--- src/rtl/divider_seq.sv ---
// Sequential unsigned restoring divider, one quotient bit per clock behind a start/done handshake.
// Optional macro DIVIDER_DIV_ZERO_FAST_EN: a zero divisor bypasses CALC and reports in one cycle.
module divider_seq #(
    parameter int WIDTH = 4
) (
    input  logic             clk,
    input  logic             rst_n,
    input  logic             start,
    input  logic [WIDTH-1:0] dividend,
    input  logic [WIDTH-1:0] divisor,
    output logic             busy,
    output logic             done,
    output logic [WIDTH-1:0] quotient,
    output logic [WIDTH-1:0] remainder,
    output logic             div_zero
);

    localparam int CW = $clog2(WIDTH + 1);
    localparam logic [CW-1:0] LAST_ITER = CW'(WIDTH);
    localparam logic [CW-1:0] CNT_ONE   = CW'(1);

    localparam logic [1:0] ST_IDLE = 2'd0;
    localparam logic [1:0] ST_CALC = 2'd1;
    localparam logic [1:0] ST_DONE = 2'd2;

    logic [1:0]       state_r;
    logic [1:0]       state_s;
    logic [CW-1:0]    cnt_r;
    logic [WIDTH-1:0] rem_r;
    logic [WIDTH-1:0] q_r;
    logic [WIDTH-1:0] dvs_r;
    logic             busy_r;
    logic             done_r;
    logic [WIDTH-1:0] quot_r;
    logic [WIDTH-1:0] remd_r;
    logic             dz_r;

    logic             accept_s;
    logic             zero_s;
    logic             last_s;
    logic [WIDTH:0]   r_shift_s;
    logic             ge_s;
    logic [WIDTH-1:0] r_next_s;
    logic [WIDTH-1:0] q_next_s;

    assign accept_s = start && (state_r != ST_CALC);
    assign zero_s   = (divisor == {WIDTH{1'b0}});
    assign last_s   = (state_r == ST_CALC) && (cnt_r == LAST_ITER);

    // One shift-and-subtract step; the final remainder always fits in WIDTH bits.
    always_comb begin
        r_shift_s = {rem_r, q_r[WIDTH-1]};
        ge_s      = (r_shift_s >= {1'b0, dvs_r});
        if (ge_s) begin
            r_next_s = r_shift_s[WIDTH-1:0] - dvs_r;
        end else begin
            r_next_s = r_shift_s[WIDTH-1:0];
        end
        q_next_s = {q_r[WIDTH-2:0], ge_s};
    end

    // Next-state decode for the IDLE/CALC/DONE controller.
    always_comb begin
        state_s = ST_IDLE;
        case (state_r)
            ST_IDLE, ST_DONE: begin
                if (accept_s) begin
`ifdef DIVIDER_DIV_ZERO_FAST_EN
                    if (zero_s) begin
                        state_s = ST_DONE;
                    end else begin
                        state_s = ST_CALC;
                    end
`else
                    state_s = ST_CALC;
`endif
                end else begin
                    state_s = ST_IDLE;
                end
            end
            ST_CALC: begin
                if (last_s) begin
                    state_s = ST_DONE;
                end else begin
                    state_s = ST_CALC;
                end
            end
            default: state_s = ST_IDLE;
        endcase
    end

    // Controller state and registered handshake flags.
    always_ff @(posedge clk or negedge rst_n) begin
        if (!rst_n) begin
            state_r <= ST_IDLE;
            busy_r  <= 1'b0;
            done_r  <= 1'b0;
        end else begin
            state_r <= state_s;
            busy_r  <= (state_s == ST_CALC);
            done_r  <= (state_s == ST_DONE);
        end
    end

    // Working registers: the quotient register starts as the dividend and shifts it out MSB first.
    always_ff @(posedge clk or negedge rst_n) begin
        if (!rst_n) begin
            cnt_r <= {CW{1'b0}};
            rem_r <= {WIDTH{1'b0}};
            q_r   <= {WIDTH{1'b0}};
            dvs_r <= {WIDTH{1'b0}};
        end else if (accept_s) begin
            cnt_r <= {CW{1'b0}};
            rem_r <= {WIDTH{1'b0}};
            q_r   <= dividend;
            dvs_r <= divisor;
        end else if ((state_r == ST_CALC) && !last_s) begin
            cnt_r <= cnt_r + CNT_ONE;
            rem_r <= r_next_s;
            q_r   <= q_next_s;
        end else begin
            cnt_r <= cnt_r;
            rem_r <= rem_r;
            q_r   <= q_r;
            dvs_r <= dvs_r;
        end
    end

    // Result registers update only on entry to DONE and otherwise hold the last result.
    always_ff @(posedge clk or negedge rst_n) begin
        if (!rst_n) begin
            quot_r <= {WIDTH{1'b0}};
            remd_r <= {WIDTH{1'b0}};
            dz_r   <= 1'b0;
        end else if (last_s) begin
            quot_r <= q_r;
            remd_r <= rem_r;
            dz_r   <= (dvs_r == {WIDTH{1'b0}});
`ifdef DIVIDER_DIV_ZERO_FAST_EN
        end else if (accept_s && zero_s) begin
            quot_r <= {WIDTH{1'b1}};
            remd_r <= dividend;
            dz_r   <= 1'b1;
`endif
        end else begin
            quot_r <= quot_r;
            remd_r <= remd_r;
            dz_r   <= dz_r;
        end
    end

    assign busy      = busy_r;
    assign done      = done_r;
    assign quotient  = quot_r;
    assign remainder = remd_r;
    assign div_zero  = dz_r;

endmodule

--- config.mk ---
export PLATFORM = sky130hd
export DESIGN_NAME = divider_seq
export DESIGN_NICKNAME = d
export VERILOG_FILES = /design/src/rtl/divider_seq.sv
export SDC_FILE = /design/constraint.sdc
export NUM_CORES = 1
export LEC_CHECK = 0
export CORE_MARGIN = 4
export CORE_UTILIZATION = 50
export DETAILED_ROUTE_END_ITERATION = 10
export HOLD_SLACK_MARGIN = 0.15
export MAX_ROUTING_LAYER = met4
export PLACE_DENSITY_LB_ADDON = 0.1
export SKIP_LAST_GASP = 1
export SLEW_MARGIN = 30
export SYNTH_ARGS = -nofsm -noshare
export SYNTH_HDL_FRONTEND = slang
export SYNTH_SLANG_ARGS = --single-unit
--- constraint.sdc ---
create_clock -name clk -period 1.9 [get_ports clk]
set_input_delay 0.19 -clock clk [delete_from_list [all_inputs] [get_ports clk]]
set_output_delay 0.19 -clock clk [all_outputs]
set_load 0.02 [all_outputs]
==> results.json <==
{
  "outcome": "finished clean",
  "fmax_mhz": 574,
  "post-route-cell-area_um2": 1610,
  "mostFrequentLayoutCells": "38 x nand2_1, 28 x dfrtp_1, 21 x clkdlybuf4s50_1",
  "worstPathRequired_ps": 2140,
  "die_width_um": 58.7,
  "syn_avg_cell_area_um2": 9.90,
  "nets": 176,
  "std_cell_rows": 18,
  "setup_tns_ps": 0,
  "io_buffers": 21,
  "ant_nets": 0,
  "cts_tree": "built",
  "multi_input_area_um2": 549,
  "vias_per_cell": 5.20,
  "grt_usage_pct": 17.4,
  "seqCellArea_um2": 701,
  "report.final.setup_viol": 0,
  "ys.warnings.count": 0,
  "criticalPathCategory": "register to register",
  "clk_path_buf_depth": 2,
  "grt_pass1_wl_mm": 4.37,
  "r2r_cells": 6,
  "grt_pass1_vias": 978,
  "drtIter0Drc": 50,
  "ys_types": 28,
  "clk_pin_slew_ps": 150,
  "htree_levels": 1,
  "cts.sinks": 28,
  "grt_max_degree": 29,
  "start_kind": "register",
  "cp.arrival_ps": 1980,
  "dp_hpwl_mm": 1.86,
  "clk_latency_ps": 330,
  "fill_cells": 216,
  "cts_made_buffers": 3,
  "die_area_um2": 3450,
  "wl_per_cell_um": 13.4,
  "peakVddDrop_mv": 0.996,
  "post_cts_buffers": 0,
  "ys_seq_area_share_pct": 54.4,
  "placedInstanceArea_um2": 1560,
  "synth_top_area_share_pct": 54.4,
  "power_density_nw_per_um2": 1890,
  "final_max_slew_viol_count": 0,
  "drive_gt1_share_pct": 7.64,
  "drc": 0,
  "syn_inst": 130,
  "endpoint_kind": "register",
  "leakage_uw": 0.000776,
  "rsz0062_at_grt": "no",
  "overflow": 0,
  "hold_path_class": "primary input to asynchronous set/reset pin",
  "tightest_slew_ps": 479,
  "finalCritPeriodShare_pct": 91.7,
  "max_slew_margin_pct": 68.0,
  "final_common_cell": "nand2_1",
  "ctsResizeCount": 0,
  "finalCriticalPeriod_ps": 1740,
  "yosysTopAreaCell": "dfrtp_1",
  "ioPinCount": 22,
  "clockRootBuffer": "clkbuf_4",
  "die_height_um": 58.7,
  "synth_fp_nets": 148,
  "core_area_um2": 2480,
  "hold_viol_final": 0,
  "drtPass1Iterations": 4,
  "area_delta_synth_final_pct": 24.7,
  "crit_fanout": 5,
  "num_vias": 972,
  "antenna_found_initial": 0,
  "wl_mm": 2.51,
  "finalClockSkew_ps": 1.56,
  "start_util_pct": 52.0,
  "diodes": 0,
  "netlist_top_cells_area": "dfrtp_1 54%, nand2_1 11%, ha_1 5.8%",
  "max-cap-violations": 0,
  "ys_ff_latch": 28,
  "cts_hold_buf": 0,
  "place.gp.congestion": 0.809,
  "synth_area_um2": 1290
}
registers in the layout, indices dropped and copies added (netlist names):
signal and count:
rem_r 4, cnt_r 3, div_zero 1, dvs_r 4
done 1, remainder 4, quotient 4, q_r 4
state_r 2, busy 1
worst max-delay path, stage by stage, from the launching register on:
cell and delay [ps]:
dfrtp_1 470, ha_4 280, or2_1 220, a211oi_2 240
a21oi_2 110, mux2i_1 150, a22o_1 180
Yosys cell counts:
master     n
o21ai_1    1
a22oi_1    2
or4_1      1
a22o_1     3
dfrtp_1   28
buf_2      1
ha_1       6
and4b_1    1
clkbuf_1   1
xnor2_1    2
a21oi_2    2
a221o_1    1
nor4_1     1
o21ai_0   13
nand3_1    1
nor2_1     3
fa_1       1
a211oi_2   1
mux2i_1    4
a21oi_1    1
nor3_1     2
and2b_1    1
inv_1     11
nand2b_1   1
or2_1      1
nor2b_1    1
nand2_1   38
a221oi_1   1
routing by layer:
metal / vias to the layer above / wire length [µm] / global-route usage, %
li1: 491 / - / -
met1: 455 / 1170 / 21.5
met2: 22 / 1190 / 28.7
met3: 4 / 110 / 2.63
met4: 0 / 36 / 6.80
met5: - / 0 / -
metrics by stage:
stage	setup WS (ps)	hold WS, ps	instances	util (%)	power [µW]
final	158	212	187	64.8	3030
after detailed placement	109	463	183	62.8	2720
after global routing	41.4	241	187	64.8	3310
after global placement	160	456	183	62.8	2670
after floorplan	208	-106	130	-	2200
after CTS	85.5	221	187	64.3	3010
layout make-up:
type | count | share of cell area (%)
Timing Repair Buffer | 25 | 15.0
Tap cell | 30 | 2.34
Multi-Input combinational cell | 89 | 34.2
Inverter | 11 | 2.57
Clock buffer | 4 | 2.26
Sequential cell | 28 | 43.6
power by group:
group          internal [µW]  switching (µW)
Sequential               873             187
Clock                    117             173
Combinational            791             889
path summary, 6_finish.rpt:
kind / slack, ps / startpoint / end
setup / recovery: 160 / rem_r[1] / rem_r[0]
hold / removal: 210 / rst_n / done
setup reg to reg: 160 / rem_r[1] / rem_r[0]
hold reg to reg: 490 / quotient[2] / quotient[2]
max in group asynchronous: 1420 / rst_n / remainder[0]
min in group clk: 380 / divisor[0] / dvs_r[0]
logic make-up (layout without fill, tap and decap cells):
| family | count (synthesis) | in the layout | synth area share, % |
|---|---|---|---|
| xor+xnor | 2 | 2 | 1.36 |
| flops | 28 | 28 | 54.4 |
| mux | 4 | 4 | 3.11 |
| buf+inv | 13 | 40 | 3.89 |
| simple gates | 51 | 51 | 17.0 |
| fa+ha+maj | 7 | 7 | 7.39 |
| compound gates | 25 | 25 | 12.8 |
(Power assumes the default switching activity.)
